[config.mk]
export PLATFORM = sky130hd
export DESIGN_NAME = alu_seq_top
export DESIGN_NICKNAME = d
export VERILOG_FILES = /design/src/rtl/alu_seq_top.sv
export SDC_FILE = /design/constraint.sdc
export NUM_CORES = 1
export LEC_CHECK = 0
export BUFFER_PORTS_ARGS = -buffer_cell sky130_fd_sc_hd__buf_2
export CORE_ASPECT_RATIO = 1.2
export CORE_MARGIN = 2
export CORE_UTILIZATION = 40
export DETAILED_ROUTE_END_ITERATION = 16
export HOLD_SLACK_MARGIN = 0.08
export MAX_ROUTING_LAYER = met4
export PLACE_DENSITY = 0.66
export SYNTH_ARGS = -nofsm -noshare
export SYNTH_HDL_FRONTEND = slang
export SYNTH_SLANG_ARGS = --single-unit
export TNS_END_PERCENT = 50
[constraint.sdc]
create_clock -name CLK -period 3.3 [get_ports CLK]
set_input_delay 0.495 -clock CLK [delete_from_list [all_inputs] [get_ports CLK]]
set_output_delay 0.495 -clock CLK [all_outputs]
set_load 0.05 [all_outputs]
[src/rtl/alu_seq_top.sv]
// Parametrised ALU: single-cycle add/sub/logic/compare/shift ops plus iterative
// shift-add multiply and restoring divide behind a valid/ready input handshake.
module alu_seq_top #(
    parameter int Op_Width = 16,
    parameter int Sh_Width = $clog2(Op_Width)
) (
    input  logic                CLK,
    input  logic                RST,
    input  logic [Op_Width-1:0] A,
    input  logic [Op_Width-1:0] B,
    input  logic [3:0]          ALU_FUN,
    input  logic                IN_VALID,
    output logic                IN_READY,
    output logic [Op_Width-1:0] RESULT,
    output logic [Op_Width-1:0] RESULT_HI,
    output logic                OUT_VALID,
    output logic                Carry_FLAG,
    output logic                Zero_FLAG,
    output logic                Neg_FLAG,
    output logic                Ovf_FLAG,
    output logic                Div0_FLAG
);
    localparam int W = Op_Width;
    localparam logic [3:0] OP_ADD = 4'b0000, OP_SUB = 4'b0001, OP_MUL = 4'b0010, OP_DIV = 4'b0011;
    localparam logic [3:0] OP_AND = 4'b0100, OP_OR  = 4'b0101, OP_NAND = 4'b0110, OP_NOR = 4'b0111;
    localparam logic [3:0] OP_NOP = 4'b1000, OP_EQ  = 4'b1001, OP_GT  = 4'b1010, OP_LT  = 4'b1011;
    localparam logic [3:0] OP_SRL = 4'b1100, OP_SLL = 4'b1101, OP_SRA = 4'b1110, OP_ROL = 4'b1111;
    localparam logic [W-1:0] ONE_W = {{(W-1){1'b0}}, 1'b1};
    localparam logic [Sh_Width-1:0] CNT_INIT = Sh_Width'(W - 1);

    typedef enum logic [1:0] {ST_IDLE = 2'b00, ST_MUL = 2'b01, ST_DIV = 2'b10} state_t;

    state_t              state_r, state_nx_s;
    logic                in_ready_r, out_valid_r;
    logic [W-1:0]        result_r, result_hi_r;
    logic                carry_r, zero_r, neg_r, ovf_r, div0_r;
    logic [W-1:0]        op_a_r, op_b_r, work_hi_r, work_lo_r;
    logic [Sh_Width-1:0] cnt_r;

    logic                accept_s, ld_s, ld_mul_s, step_en_s;
    logic                wr_en_s, wr_carry_s, wr_ovf_s, wr_div0_s;
    logic [W-1:0]        wr_res_s, wr_hi_s;
    logic [W-1:0]        sc_res_s, step_hi_s, step_lo_s;
    logic                sc_carry_s, sc_ovf_s;
    logic [W:0]          sum_s, diff_s, mul_sum_s, div_rs_s, div_diff_s;
    logic [2*W-1:0]      rol_s;
    logic [Sh_Width-1:0] sh_s;

    assign accept_s = IN_VALID && in_ready_r;
    assign sh_s     = B[Sh_Width-1:0];

    // Single-cycle datapath evaluated on the live operands
    always_comb begin
        sc_res_s   = '0;
        sc_carry_s = 1'b0;
        sc_ovf_s   = 1'b0;
        sum_s      = {1'b0, A} + {1'b0, B};
        diff_s     = {1'b0, A} - {1'b0, B};
        rol_s      = {A, A} << sh_s;
        case (ALU_FUN)
            OP_ADD: begin
                sc_res_s   = sum_s[W-1:0];
                sc_carry_s = sum_s[W];
                sc_ovf_s   = (A[W-1] == B[W-1]) && (sum_s[W-1] != A[W-1]);
            end
            OP_SUB: begin
                sc_res_s   = diff_s[W-1:0];
                sc_carry_s = diff_s[W];
                sc_ovf_s   = (A[W-1] != B[W-1]) && (diff_s[W-1] != A[W-1]);
            end
            OP_AND:  sc_res_s = A & B;
            OP_OR:   sc_res_s = A | B;
            OP_NAND: sc_res_s = ~(A & B);
            OP_NOR:  sc_res_s = ~(A | B);
            OP_EQ:   sc_res_s = (A == B) ? ONE_W : '0;
            OP_GT:   sc_res_s = (A > B) ? ONE_W : '0;
            OP_LT:   sc_res_s = (A < B) ? ONE_W : '0;
            OP_SRL:  sc_res_s = A >> sh_s;
            OP_SLL:  sc_res_s = A << sh_s;
            OP_SRA:  sc_res_s = W'($signed(A) >>> sh_s);
            OP_ROL:  sc_res_s = rol_s[2*W-1:W];
            default: sc_res_s = '0;
        endcase
    end

    // One iteration step: LSB-first shift-add for MUL, restoring subtract for DIV
    always_comb begin
        mul_sum_s  = {1'b0, work_hi_r} + {1'b0, op_a_r};
        div_rs_s   = {work_hi_r, work_lo_r[W-1]};
        div_diff_s = div_rs_s - {1'b0, op_b_r};
        step_hi_s  = work_hi_r;
        step_lo_s  = work_lo_r;
        if (state_r == ST_MUL) begin
            if (work_lo_r[0]) begin
                step_hi_s = mul_sum_s[W:1];
                step_lo_s = {mul_sum_s[0], work_lo_r[W-1:1]};
            end else begin
                step_hi_s = {1'b0, work_hi_r[W-1:1]};
                step_lo_s = {work_hi_r[0], work_lo_r[W-1:1]};
            end
        end else if (div_diff_s[W]) begin
            step_hi_s = div_rs_s[W-1:0];
            step_lo_s = {work_lo_r[W-2:0], 1'b0};
        end else begin
            step_hi_s = div_diff_s[W-1:0];
            step_lo_s = {work_lo_r[W-2:0], 1'b1};
        end
    end

    // Next-state and result-write decode
    always_comb begin
        state_nx_s = state_r;
        ld_s       = 1'b0;
        ld_mul_s   = 1'b0;
        step_en_s  = 1'b0;
        wr_en_s    = 1'b0;
        wr_res_s   = '0;
        wr_hi_s    = '0;
        wr_carry_s = 1'b0;
        wr_ovf_s   = 1'b0;
        wr_div0_s  = 1'b0;
        case (state_r)
            ST_IDLE: begin
                if (!accept_s) begin
                    state_nx_s = ST_IDLE;
                end else if (ALU_FUN == OP_MUL) begin
                    state_nx_s = ST_MUL;
                    ld_s       = 1'b1;
                    ld_mul_s   = 1'b1;
                end else if (ALU_FUN == OP_DIV && B != '0) begin
                    state_nx_s = ST_DIV;
                    ld_s       = 1'b1;
                end else if (ALU_FUN == OP_DIV) begin
                    // Divide by zero short-circuits like a single-cycle op
                    wr_en_s   = 1'b1;
                    wr_res_s  = '1;
                    wr_hi_s   = A;
                    wr_div0_s = 1'b1;
                end else begin
                    wr_en_s    = 1'b1;
                    wr_res_s   = sc_res_s;
                    wr_carry_s = sc_carry_s;
                    wr_ovf_s   = sc_ovf_s;
                end
            end
            ST_MUL, ST_DIV: begin
                step_en_s = 1'b1;
                if (cnt_r == '0) begin
                    state_nx_s = ST_IDLE;
                    wr_en_s    = 1'b1;
                    wr_res_s   = step_lo_s;
                    wr_hi_s    = step_hi_s;
                    wr_ovf_s   = (state_r == ST_MUL) && (step_hi_s != '0);
                end else begin
                    state_nx_s = state_r;
                end
            end
            default: state_nx_s = ST_IDLE;
        endcase
    end

    // State, operand latches and iteration registers
    always_ff @(posedge CLK or negedge RST) begin
        if (!RST) begin
            state_r   <= ST_IDLE;
            op_a_r    <= '0;
            op_b_r    <= '0;
            work_hi_r <= '0;
            work_lo_r <= '0;
            cnt_r     <= '0;
        end else begin
            state_r <= state_nx_s;
            if (ld_s) begin
                op_a_r    <= A;
                op_b_r    <= B;
                work_hi_r <= '0;
                work_lo_r <= ld_mul_s ? B : A;
                cnt_r     <= CNT_INIT;
            end else if (step_en_s) begin
                work_hi_r <= step_hi_s;
                work_lo_r <= step_lo_s;
                cnt_r     <= cnt_r - Sh_Width'(1);
            end else begin
                cnt_r <= cnt_r;
            end
        end
    end

    // Registered outputs; results and flags hold until the next write
    always_ff @(posedge CLK or negedge RST) begin
        if (!RST) begin
            in_ready_r  <= 1'b0;
            out_valid_r <= 1'b0;
            result_r    <= '0;
            result_hi_r <= '0;
            carry_r     <= 1'b0;
            zero_r      <= 1'b0;
            neg_r       <= 1'b0;
            ovf_r       <= 1'b0;
            div0_r      <= 1'b0;
        end else begin
            in_ready_r  <= (state_nx_s == ST_IDLE);
            out_valid_r <= wr_en_s;
            if (wr_en_s) begin
                result_r    <= wr_res_s;
                result_hi_r <= wr_hi_s;
                carry_r     <= wr_carry_s;
                zero_r      <= (wr_res_s == '0);
                neg_r       <= wr_res_s[W-1];
                ovf_r       <= wr_ovf_s;
                div0_r      <= wr_div0_s;
            end else begin
                result_r <= result_r;
            end
        end
    end

    assign IN_READY   = in_ready_r;
    assign OUT_VALID  = out_valid_r;
    assign RESULT     = result_r;
    assign RESULT_HI  = result_hi_r;
    assign Carry_FLAG = carry_r;
    assign Zero_FLAG  = zero_r;
    assign Neg_FLAG   = neg_r;
    assign Ovf_FLAG   = ovf_r;
    assign Div0_FLAG  = div0_r;
endmodule
==> summary.md <==
| Metric | Value |
|---|---|
| Die Y | `192 µm` |
| Gpl congestion | `1.04` |
| Worst Reg-to-Reg Cells | `13` |
| Critical path endpoint category | `flip-flop` |
| Cells after DPL | `2261` |
| Flop-to-flop setup slack | `-0.28 ns` |
| Nets | `2033` |
| Pre-antenna DRT Iters | `7` |
| Total CTS buffers | `9` |
| Failing checks | `setup timing` |
| Synth cell types | `85` |
| Final Instance Area | `16200 µm²` |
| Register area share after synthesis | `23.0%` |
| Die area | `30800 µm²` |
| Avg WL per Cell | `23.0 µm` |
| Worst Path Required | `~3.5 ns` |
| Core area | `slightly below 30000 µm²` |
| Layout area overhead | `37.3%` |
| Worst IR Drop VDD | `0.516 mV` |
| Max transition margin | `a little under half` |
| Min Clock Period, post-route | `between 3 and 4 ns` |
| Leakage | `7.51 nW` |
| RR Startpoint | `work_hi_r[0]` |
| Top FF cell, synth | `dfrtp_1` |
| Vias in the first global route | `approximately 13000` |
| I/O pins | `78` |
| Hold Buf Count CTS | `0` |
| Clk pin slew, worst setup/hold paths | `0.09 ns` |
| Crit path DAT | `3.82 ns` |
| RSZ-0062 raised after global routing | `true` |
| Final setup margin | `-0.280 ns` |
| Cells after Synth | `1507` |
| Drt initial violations | `1106` |
| Placed wire-length estimate | `42100 µm` |
| Routed WL | `52800 µm` |
| Via density | `6.00` |
| Clock sinks | `108` |
| Final Hold Viols | `0` |
| Residual DRC count | `0` |
| Die width | `around 160 µm` |
| Startpoint Class | `flip-flop` |
| Gr ovfl total | `0` |
| Syn nets | `1636` |
| Final setup vio count | `2` |
| H-tree levels | `3` |
| Peak Freq | `279 MHz` |
| Most frequent cells in the layout | `buf_4 (412), nand2_1 (157), nor2_1 (132)` |
| Worst min-delay path class | `input pin to async pin` |
| Max-cap violations | `0` |
| Async SR Flop Fraction | `100%` |
| Max Slew Vio Count | `0` |
| Initial antenna violation count | `0` |
| Fin crit share | `108%` |
| CTS tree | `done` |
| CP Class | `flip-flop to flip-flop` |
| Outcome | `complete, but fails checks` |
| Share of cells above drive strength 1 | `34.0%` |
| Initial Utilization | `40.8%` |
| Largest net degree at the start of global routing | `70` |
| DP Area | `15300 µm²` |
| CP Max Fanout | `3` |
| Post-route setup TNS | `-0.308 ns` |
| Commonest non-fill, non-tap cell in the layout | `buf_4` |
| Worst Skew | `0.0206 ns` |
| Worst Tran Pin Value | `0.821 ns` |
| Synthesized area | `11800 µm²` |
| Cell Count, Final, Fillers Out | `2294` |
| Row count | `68` |
| Root Buffer | `clkbuf_16` |
| Ant diodes | `0` |
| Number of flops mapped to enable cells by yosys | `0` |
| Reg2reg end | `Ovf_FLAG` |
| Global-route wire length before repair | `just under 80000 µm` |
| Clk Latency, worst-skew pair | `approximately 0.37 ns` |
| Yosys warns | `0` |
| DP Worst Slack | `-0.492 ns` |
| Avg Inst Size Synth | `slightly below 8 µm²` |
| Via Count | `13800` |
| Routed Antenna Nets | `0` |
| GR Util All Layers | `34.7%` |
| Register bit total from synthesis | `108` |
| PwrDens | `approximately 700 nW/µm²` |
| # port buffers | `77` |
| Clk buf depth | `2` |
==> cells by family after synthesis <==
family                   synth area share [%]
AO/OA/AOI/OAI                            27.6
XOR/XNOR                                 2.90
adder cells (fa/ha/maj)                  9.83
buffers and inverters                    6.96
flip-flops                               23.0
multiplexers                             10.7
AND/OR/NAND/NOR                          19.1
==> report_power, final <==
part | total [W] | switching (W) | internal [W] | leakage [nW]
sequential | 0.00204 | 0.000326 | 0.00172 | 1.33
combinational | 0.00807 | 0.00437 | 0.00369 | 6.02
clock | 0.00116 | 0.000610 | 0.000547 | 0.152
total | 0.0113 | 0.00531 | 0.00596 | 7.51
==> Yosys cell counts (6+ instances only) <==
cell type / count / share of area [%]
o22ai_1: 16 / 0.85
o21bai_1: 6 / 0.38
a221oi_1: 14 / 1.0
buf_2: 12 / 0.51
o21ai_0: 114 / 4.8
o32ai_1: 7 / 0.52
nor4_1: 10 / 0.53
clkbuf_1: 86 / 2.7
a211oi_1: 37 / 2.4
o21a_1: 12 / 0.77
nor2_1: 132 / 4.2
a21o_1: 15 / 0.96
or2_2: 9 / 0.48
xor2_1: 15 / 1.1
and2_1: 7 / 0.37
a31o_2: 6 / 0.45
a31oi_1: 19 / 1.0
nand2_1: 158 / 5.0
xnor2_1: 24 / 1.8
o221ai_1: 13 / 0.97
a21oi_1: 133 / 5.7
nand4_1: 13 / 0.69
nand2b_1: 14 / 0.74
o211ai_1: 15 / 0.96
nor2b_1: 22 / 1.2
mux2_2: 16 / 1.5
nand3_1: 29 / 1.2
ha_1: 86 / 9.1
o31ai_1: 14 / 0.89
nor3_1: 26 / 1.1
mux4_2: 21 / 4.0
inv_1: 88 / 2.8
dfrtp_1: 108 / 23
mux2i_1: 60 / 5.1
and3_1: 10 / 0.53
or3_1: 13 / 0.69
==> through the flow <==
step	util, %	hold WS [ns]	total power (W)
floorplan	-	0.199	0.00628
global placement	53.2	0.456	0.00933
detailed placement	53.2	0.464	0.00947
CTS	54.8	0.255	0.0108
global route	56.0	0.272	0.0120
finish	56.0	0.223	0.0113
==> critical path, stage by stage, from the launching register on <==
cell       delay, ns
dfrtp_1         0.40
ha_2            0.20
fa_2            0.37
a211oi_2        0.25
o211ai_1        0.24
a31oi_2         0.33
o21ai_2         0.09
a2111oi_2       0.39
buf_4           0.19
a211oi_4        0.04
nor4_2          0.24
nand4b_1        0.19
o41ai_2         0.43
nand3_1         0.12
==> sequential cells by signal, summed over array words and instances (netlist names) <==
register,flops
RESULT,16
Zero_FLAG,1
op_a_r,16
cnt_r,4
work_lo_r,16
IN_READY,1
Ovf_FLAG,1
Carry_FLAG,1
op_b_r,16
state_r,2
Div0_FLAG,1
work_hi_r,16
RESULT_HI,16
OUT_VALID,1
==> worst max-delay path by stage <==
stage	from	end	slack (ns)	depth (start not counted)
2_1_floorplan	work_lo_r[15]	Ovf_FLAG	-0.05	14
3_3_place_gp	B[0]	Zero_FLAG	-0.50	17
3_5_place_dp	B[0]	Zero_FLAG	-0.49	15
4_1_cts	op_a_r[0]	Ovf_FLAG	-0.33	13
5_1_grt	work_lo_r[15]	Ovf_FLAG	-0.42	14
6_report	work_hi_r[0]	Ovf_FLAG	-0.28	13
==> per-layer routing <==
layer	track usage (%)	routed length, µm	up-vias
li1	-	-	6320
met1	41.6	21200	6681
met2	59.1	25500	617
met3	3.80	3410	143
met4	15.5	2680	0
met5	-	0	-
==> cell type report <==
cell class | count | area [µm²]
timing repair buffer | 496 | 3610
inverter | 93 | 358
multi-input combinational | 1196 | 8690
sequential | 108 | 2700
clock inverter | 7 | 91.3
tap | 385 | 482
fill | 2733 | 12700
clock buffer | 9 | 225
==> timing repair <==
action | in CTS | in global routing
buffers inserted | 6 | 12
gates resized for setup | 22 | 62
pin swaps | 14 | 28
setup endpoints to repair | 10 | 20
(Power assumes the default switching activity.)
